## src/rtl/tim_apb_pkg.sv

```systemverilog
// Shared types and timer register map for the timer APB requester.
package tim_apb_pkg;

  typedef enum logic [1:0] {
    ST_IDLE   = 2'd0,
    ST_SETUP  = 2'd1,
    ST_ACCESS = 2'd2,
    ST_RESP   = 2'd3
  } state_t;

  localparam logic [11:0] TCR   = 12'h000;
  localparam logic [11:0] TDR0  = 12'h004;
  localparam logic [11:0] TDR1  = 12'h008;
  localparam logic [11:0] TCMP0 = 12'h00C;
  localparam logic [11:0] TCMP1 = 12'h010;
  localparam logic [11:0] TIER  = 12'h014;
  localparam logic [11:0] TISR  = 12'h018;
  localparam logic [11:0] THCSR = 12'h01C;

endpackage

```

## src/rtl/tim_apb_wdog.sv

```systemverilog
// Wait-state watchdog: counts ACCESS cycles with pready low, saturating at TIMEOUT.
// expired flags the increment that makes the count reach TIMEOUT, so the abort lands on that edge.
module tim_apb_wdog #(
  parameter int TIMEOUT = 16
) (
  input  logic clk,
  input  logic rst_n,
  input  logic clr,
  input  logic inc,
  output logic expired
);

  generate
    if (TIMEOUT == 0) begin : g_off
      assign expired = 1'b0;
    end else begin : g_on
      localparam int CW = $clog2(TIMEOUT + 1);
      localparam logic [CW-1:0] LAST = CW'(TIMEOUT - 1);
      localparam logic [CW-1:0] MAX  = CW'(TIMEOUT);

      logic [CW-1:0] cnt;

      always_ff @(posedge clk) begin
        if (!rst_n)
          cnt <= '0;
        else if (clr)
          cnt <= '0;
        else if (inc && (cnt != MAX))
          cnt <= cnt + 1'b1;
      end

      assign expired = inc && (cnt == LAST);
    end
  endgenerate

endmodule

```

## src/rtl/tim_apb_master.sv

```systemverilog
// APB4 requester for the timer slave: one command in flight, wait states honoured, watchdog abort.
// state  | meaning
// IDLE   | cmd_ready high, waiting for a command
// SETUP  | psel=1, penable=0 for one cycle
// ACCESS | psel=1, penable=1 until pready or watchdog expiry
// RESP   | rsp_valid held until rsp_ready
module tim_apb_master
  import tim_apb_pkg::*;
#(
  parameter int ADDR_W  = 12,
  parameter int DATA_W  = 32,
  parameter int TIMEOUT = 16
) (
  input  logic                  sys_clk,
  input  logic                  sys_rst_n,
  input  logic                  cmd_valid,
  output logic                  cmd_ready,
  input  logic                  cmd_write,
  input  logic [ADDR_W-1:0]     cmd_addr,
  input  logic [DATA_W-1:0]     cmd_wdata,
  input  logic [DATA_W/8-1:0]   cmd_strb,
  output logic                  rsp_valid,
  input  logic                  rsp_ready,
  output logic [DATA_W-1:0]     rsp_rdata,
  output logic                  rsp_err,
  output logic                  rsp_timeout,
  output logic                  busy,
  output logic                  tim_psel,
  output logic                  tim_penable,
  output logic                  tim_pwrite,
  output logic [ADDR_W-1:0]     tim_paddr,
  output logic [DATA_W-1:0]     tim_pwdata,
  output logic [DATA_W/8-1:0]   tim_pstrb,
  input  logic                  tim_pready,
  input  logic [DATA_W-1:0]     tim_prdata,
  input  logic                  tim_pslverr
);

  state_t state, state_nx;

  logic                wr_q;
  logic [ADDR_W-1:0]   addr_q;
  logic [DATA_W-1:0]   wdata_q;
  logic [DATA_W/8-1:0] strb_q;
  logic [DATA_W-1:0]   rdata_q;
  logic                err_q;
  logic                to_q;

  logic wd_clr;
  logic wd_inc;
  logic wd_expired;

  assign wd_clr = (state == ST_IDLE) && cmd_valid;
  assign wd_inc = (state == ST_ACCESS) && !tim_pready;

  tim_apb_wdog #(.TIMEOUT(TIMEOUT)) u_wdog (
    .clk     (sys_clk),
    .rst_n   (sys_rst_n),
    .clr     (wd_clr),
    .inc     (wd_inc),
    .expired (wd_expired)
  );

  always_ff @(posedge sys_clk) begin
    if (!sys_rst_n)
      state <= ST_IDLE;
    else
      state <= state_nx;
  end

  always_comb begin
    state_nx = state;
    case (state)
      ST_IDLE:   if (cmd_valid) state_nx = ST_SETUP;
      ST_SETUP:  state_nx = ST_ACCESS;
      ST_ACCESS: if (tim_pready || wd_expired) state_nx = ST_RESP;
      ST_RESP:   if (rsp_ready) state_nx = ST_IDLE;
      default:   state_nx = ST_IDLE;
    endcase
  end

  always_ff @(posedge sys_clk) begin
    if (!sys_rst_n) begin
      wr_q    <= 1'b0;
      addr_q  <= '0;
      wdata_q <= '0;
      strb_q  <= '0;
      rdata_q <= '0;
      err_q   <= 1'b0;
      to_q    <= 1'b0;
    end else begin
      if ((state == ST_IDLE) && cmd_valid) begin
        wr_q    <= cmd_write;
        addr_q  <= cmd_addr;
        wdata_q <= cmd_wdata;
        strb_q  <= cmd_write ? cmd_strb : '0;
      end
      // pslverr only counts on the completing ACCESS cycle
      if (state == ST_ACCESS) begin
        if (tim_pready) begin
          rdata_q <= wr_q ? '0 : tim_prdata;
          err_q   <= tim_pslverr;
          to_q    <= 1'b0;
        end else if (wd_expired) begin
          rdata_q <= '0;
          err_q   <= 1'b1;
          to_q    <= 1'b1;
        end
      end
    end
  end

  assign cmd_ready   = (state == ST_IDLE);
  assign busy        = (state != ST_IDLE);
  assign rsp_valid   = (state == ST_RESP);
  assign rsp_rdata   = rdata_q;
  assign rsp_err     = err_q;
  assign rsp_timeout = to_q;
  assign tim_psel    = (state == ST_SETUP) || (state == ST_ACCESS);
  assign tim_penable = (state == ST_ACCESS);
  assign tim_pwrite  = wr_q;
  assign tim_paddr   = addr_q;
  assign tim_pwdata  = wdata_q;
  assign tim_pstrb   = strb_q;

endmodule

```

## config.mk

```make
export PLATFORM = sky130hd
export DESIGN_NAME = tim_apb_master
export DESIGN_NICKNAME = d
export VERILOG_FILES = /design/src/rtl/tim_apb_pkg.sv /design/src/rtl/tim_apb_wdog.sv /design/src/rtl/tim_apb_master.sv
export SDC_FILE = /design/constraint.sdc
export NUM_CORES = 1
export LEC_CHECK = 0
export ABC_AREA = 0
export CAP_MARGIN = 20
export CORE_MARGIN = 2
export CORE_UTILIZATION = 43
export DETAILED_ROUTE_END_ITERATION = 6
export GPL_TIMING_DRIVEN = 0
export PLACE_DENSITY = 0.94
export SLEW_MARGIN = 20
export SYNTH_ARGS = -nofsm -noshare
export SYNTH_HDL_FRONTEND = slang
export SYNTH_SLANG_ARGS = --single-unit
```

## constraint.sdc

```tcl
create_clock -name sys_clk -period 3.2 [get_ports sys_clk]
set_input_delay 0.64 -clock sys_clk [delete_from_list [all_inputs] [get_ports sys_clk]]
set_output_delay 0.64 -clock sys_clk [all_outputs]
set_load 0.1 [all_outputs]
```

==> impl_metrics.yaml, run 1 <==
run_status:
  outcome: "finished, final reports clean"
grt:
  antenna_found_initial: 0
  grtUsageTotal_pct: 24.2
  grt_max_degree: 17
  grt_pass1_wl_mm: 17.0
  overflow: 0
  grt_pass1_vias: 3646
timing:
  skew_ps: 15.3
  rsz0062_at_grt: "false"
  slew_headroom_pct: 31.6
  min_period_ps: 2960
  setup_viol: 0
  fmax_ghz: 0.338
  fin_ws_ps: 237
  worst_slew_pin_slew_ps: 1020
  finalCritPeriodShare_pct: 92.6
  hold_viol: 0
  fin_tns_setup_ps: 0
  maxSlewViolCount: 0
detailed_routing:
  met3WireLength_um: 896
  wl_per_cell_um: 15.0
  vias: 3548
  route.met2.wl_mm: 5.55
  drc: 0
  final_antenna_net_count: 0
  wl_met1_mm: 4.03
  first_pass_iters: 4
  drt_iter0_drc: 68
  routed_via_density: 5.00
  drt-total-wl_mm: 10.7
  routed.top_layer: "met4"
clock_tree:
  cts_num_sinks: 90
  clock_path_buffers: 2
  clkLatencyLatePin_ps: 360
  cts_tree: "yes"
  clk_pin_slew_ps: 100
  post_cts_buffers: 0
  cts_made_buffers: 9
  hold_buffers: 0
  cts_resized: 0
  cts-root-buf: "clkbuf_8"
  h-tree-depth: 3
worst_setup_path:
  crit_arrival_ps: 2320
  critPathLaunchType: "flop"
  crit_type: "reg2out"
  cpPeakStageDelay_ps: 1140
  critPathCaptureType: "primary output"
  crit_slowest_cell: "clkdlybuf4s50_1"
  crit_chain: "inv_1 > ha_1 > inv_1 > clkdlybuf4s50_1"
  crit_fanout: 6
  worstPathRequired_ps: 2560
  cp_common_cell: "inv_1"
synth:
  syn_inst: 415
  synth_area_sq_mm: 0.00353
  ys_warn_count: 0
  ys_types: 26
  ys_ff_latch: 90
  synth-xor-area-share_pct: 0
  synthAdderAreaFrac_pct: 2.13
  yosysSeqAreaShare_pct: 51.0
  avgSynthCellArea_sq_um: 8.51
  yosysTopAreaCellShare_pct: 51.0
  netlist.top_cell.by_area: "dfxtp_1"
  synth_area_leaders: "dfxtp_1, a21boi_0, nand2_1, nand3_1, ha_1"
  synthSimpleGateAreaFrac_pct: 21.7
  synth_top_family_by_area: "simple AND/OR/NAND/NOR gates"
  muxShareOfSynthArea_pct: 0.567
  synth_compound_area_share_pct: 20.0
  syn_nets: 508
floorplan:
  dieHeight_um: 94.6
  rows: 33
  core_area_sq_mm: 0.00809
  num_io_pins: 175
  die-area_sq_mm: 0.00895
  initial_utilization_pct: 43.6
  die_w_um: 94.6
final_layout:
  final_cell_mix: "clkdlybuf4s50_1, nand2_1, dfxtp_1, a21boi_0, nand3_1"
  drive_gt1_share_pct: 5.13
  area_delta_synth_final_pct: 59.1
  final_common_cell: "clkdlybuf4s50_1"
  antenna-diode-count: 0
  final_nets: 692
pwr:
  leakagePower_nw: 2.00
  p_per_area_mw_per_mm2: 814
  vdd_drop_max_mv: 0.571
placement:
  post-dp-hpwl_mm: 8.39
  preCtsSetupSlack_ps: 627
  io_buffers: 173
  gp_congestion: 0.811
job:
  maxCapViolCount: 0
hold_path:
  hold_path_class: "reg2reg"
-- Yosys cell counts --
master / n
clkbuf_2: 1
nand2b_1: 2
nand2_1: 135
dfxtp_1: 90
o21a_1: 1
inv_1: 7
o221a_2: 2
buf_4: 2
a21boi_0: 82
and2_1: 1
o21ai_1: 1
a221oi_1: 1
nor2b_1: 1
nand3_1: 37
o21ai_0: 3
nor2_1: 3
ha_1: 6
mux2i_1: 2
clkbuf_1: 19
buf_2: 9
or4_1: 1
a21oi_1: 4
and3_1: 1
or3_1: 2
and4bb_2: 1
o211a_1: 1
-- flip-flops by register name, summed over array words and instances (netlist names), 2 cells and up --
register / cells
tim_pwdata: 32
tim_paddr: 12
state: 2
u_wdog.g_on.cnt: 5
rsp_rdata: 32
tim_pstrb: 4
-- worst max-delay path: cells and delay by family, from the launching register on --
| family | cells | cell delay, ps |
|---|---|---|
| adder cells (fa/ha/maj) | 1 | 270 |
| buffers and inverters | 3 | 1320 |
| flip-flops | 1 | 380 |
-- final timing paths --
kind | to | from | depth (start not counted) | slack [ps]
setup / recovery | busy | state[0] | 4 | 240
hold / removal | rsp_rdata[10] | rsp_rdata[10] | 2 | 470
setup reg to reg | rsp_rdata[18] | u_wdog.g_on.cnt[0] | 7 | 1120
hold reg to reg | rsp_rdata[10] | rsp_rdata[10] | 2 | 470
-- per-layer routing --
metal | vias to the layer above | GRT usage (%)
met5 | - | 0
met4 | 0 | 8.70
met3 | 18 | 8.30
met2 | 127 | 44.3
met1 | 1669 | 25.7
li1 | 1734 | -
-- report_power, final --
group / internal, W / leakage, nW / switching, W / total (W)
combinational: 0.000576 / 1.17 / 0.00178 / 0.00236
clock: 0.000445 / 0.102 / 0.000416 / 0.000861
sequential: 0.00127 / 0.733 / 0.0000826 / 0.00135
total: 0.00229 / 2.00 / 0.00228 / 0.00457
-- through the flow --
| step | instance area [sq um] | instances | hold slack [ps] | util, % | total power, W |
|---|---|---|---|---|---|
| global placement | 5390 | 693 | 448 | 66.7 | 0.00370 |
| CTS | 5620 | 709 | 468 | 69.4 | 0.00460 |
| detailed placement | 5390 | 693 | 455 | 66.7 | 0.00374 |
| global route | 5620 | 709 | 491 | 69.4 | 0.00478 |
| floorplan | 3530 | 415 | 462 | - | 0.00313 |
| finish | 5620 | 709 | 466 | 69.4 | 0.00457 |
-- area by class of cell --
cell class | count | area, sq um
buffer | 31 | 136
clock buffer | 9 | 124
clock inverter | 7 | 100
fill | 656 | 2470
inverter | 7 | 26.3
multi-input combinational | 287 | 1570
sequential | 90 | 1800
tap | 105 | 131
timing repair buffer | 173 | 1730
-- cell families (layout without fill, tap and decap cells) --
family | count (synthesis) | count (layout)
adders and majority gates | 6 | 6
DFF | 90 | 90
buffers and inverters | 38 | 227
AOI/OAI and AO/OA | 95 | 95
and+or+nand+nor | 184 | 184
muxes | 2 | 2
Power figures use the tool's default switching activity.
==> inputs of run 2 (changes only) <==
GPL_ROUTABILITY_DRIVEN = 0   (was not set)
==> results of run 2 <==
Final layout, timing and power as in run 1 (identical DEF).
==> inputs of run 3 (changes only) <==
--- a/config.mk
+++ b/config.mk
@@ -10,3 +10,3 @@
 export CORE_MARGIN = 2
-export CORE_UTILIZATION = 43
+export CORE_UTILIZATION = 35
 export DETAILED_ROUTE_END_ITERATION = 6
@@ -14,3 +14,4 @@
 export GPL_TIMING_DRIVEN = 0
-export PLACE_DENSITY = 0.94
+export HOLD_SLACK_MARGIN = 0.08
+export PLACE_DENSITY = 0.8
 export SLEW_MARGIN = 20
--- a/constraint.sdc
+++ b/constraint.sdc
@@ -3,2 +3,2 @@
 set_output_delay 0.64 -clock sys_clk [all_outputs]
-set_load 0.1 [all_outputs]
+set_load 0.01 [all_outputs]
==> run 3 against run 2 <==
Critical path depth stayed put. Register-to-register slack worse by 40 ps. Setup slack better by 580 ps. Maximum frequency is 24% higher. Die area is 22% higher. Final cell count is 3.9% higher. Final area is 0.22% lower. Total power is 29% lower. Critical endpoint unchanged. Global-route usage is 5.5 points lower. Clock skew is 1.4 ps lower. Sequential share of layout area is 0.072 points higher.
==> impl_metrics.yaml, run 3 (same netlist as run 1, synthesis figures left out) <==
final_layout:
  fillerInstances: 900
  area_delta_synth_final_pct: 58.8
  final_cell_mix: "clkdlybuf4s50_1, nand2_1, dfxtp_1, a21boi_0, nand3_1"
  final_nets: 692
  antenna-diode-count: 0
  final_common_cell: "clkdlybuf4s50_1"
  drive_gt1_share_pct: 4.97
grt:
  grt_pass1_wl_mm: 16.6
  grt_pass1_vias: 3486
  overflow: 0
  antenna_found_initial: 0
  grt_max_degree: 17
  grtUsageTotal_pct: 18.7
clock_tree:
  cts-root-buf: "clkbuf_8"
  cts_num_sinks: 90
  h-tree-depth: 3
  cts_resized: 0
  post_cts_buffers: 0
  cts_made_buffers: 9
  clock_path_buffers: 2
  cts_tree: "yes"
  clkLatencyLatePin_ps: 360
  clk_pin_slew_ps: 100
  hold_buffers: 0
worst_setup_path:
  worstPathRequired_ps: 2560
  reg2regPathDepth: 7
  cp_common_cell: "inv_1"
  crit_slowest_cell: "clkdlybuf4s50_1"
  critPathLaunchType: "flop"
  crit_chain: "inv_1 > ha_1 > inv_1 > clkdlybuf4s50_1"
  cpPeakStageDelay_ps: 550
  crit_arrival_ps: 1750
  critPathCaptureType: "primary output"
  crit_fanout: 6
  crit_type: "reg2out"
floorplan:
  initial_utilization_pct: 36.1
  die-area_sq_mm: 0.0109
  dieHeight_um: 104
  die_w_um: 104
  core_area_sq_mm: 0.00977
  rows: 36
  num_io_pins: 175
detailed_routing:
  vias: 3456
  final_antenna_net_count: 0
  wl_per_cell_um: 14.0
  first_pass_iters: 5
  routed_via_density: 4.69
  drt-total-wl_mm: 10.3
  drt_iter0_drc: 96
  drc: 0
timing:
  skew_ps: 13.9
  fmax_ghz: 0.419
  fin_tns_setup_ps: 0
  slew_headroom_pct: 65.2
  hold_viol: 0
  rsz0062_at_grt: "false"
  finalCritPeriodShare_pct: 74.6
  worst_slew_pin_slew_ps: 522
  setup_viol: 0
  fin_ws_ps: 812
  maxSlewViolCount: 0
  min_period_ps: 2390
job:
  maxCapViolCount: 0
pwr:
  vdd_drop_max_mv: 0.266
  p_per_area_mw_per_mm2: 582
  leakagePower_nw: 1.99
placement:
  preCtsSetupSlack_ps: 904
  post-dp-hpwl_mm: 7.98
  io_buffers: 173
run_status:
  outcome: "finished, final reports clean"
hold_path:
  hold_path_class: "reg2reg"
  min_path_cells: 2
-- run 3: final cells by class --
type	instances	area, sq um	share of cell area, %
Buffer	31	136	2.43
Clock buffer	10	128	2.28
Clock inverter	6	48.8	0.871
Inverter	7	26.3	0.469
Multi-Input combinational cell	287	1570	27.9
Sequential cell	90	1800	32.1
Tap cell	133	166	2.97
Timing Repair Buffer	173	1730	30.9
-- run 3: path summary, 6_finish.rpt --
path / startpoint / slack (ps) / end
setup / recovery: state[0] / 810 / busy
hold / removal: rsp_rdata[13] / 460 / rsp_rdata[13]
setup reg to reg: u_wdog.g_on.cnt[0] / 1080 / rsp_rdata[17]
hold reg to reg: rsp_rdata[13] / 460 / rsp_rdata[13]
-- run 3: per-stage QoR --
| stage | std cells | total power (W) | utilization (%) | area (sq um) | hold WS [ps] |
|---|---|---|---|---|---|
| 6_report | 737 | 0.00326 | 57.3 | 5610 | 464 |
| 4_1_cts | 737 | 0.00331 | 57.3 | 5610 | 468 |
| 5_1_grt | 737 | 0.00347 | 57.3 | 5610 | 488 |
| 2_1_floorplan | 415 | 0.00196 | - | 3530 | 462 |
| 3_3_place_gp | 721 | 0.00254 | 55.5 | 5430 | 448 |
| 3_5_place_dp | 721 | 0.00258 | 55.5 | 5430 | 454 |
-- run 3: metal layers --
layer	vias up	wire (um)	GRT usage, %	part of all wire [%]
met5	-	0	0	0
met4	0	229	6.76	2.2
met3	20	795	6.39	7.7
met2	119	5030	32.6	49
met1	1579	4250	21.0	41
li1	1738	-	-	-
-- run 3: worst max-delay path, delay by kind of cell (launching register included) --
| family | cells | cell delay (ps) |
|---|---|---|
| buffers and inverters | 3 | 730 |
| adders and majority gates | 1 | 280 |
| DFF | 1 | 380 |
-- run 3: power by group --
group | total, W | switching [W] | internal, W
sequential | 0.00135 | 0.0000813 | 0.00127
combinational | 0.00120 | 0.000618 | 0.000582
clock | 0.000714 | 0.000422 | 0.000293
total | 0.00326 | 0.00112 | 0.00214
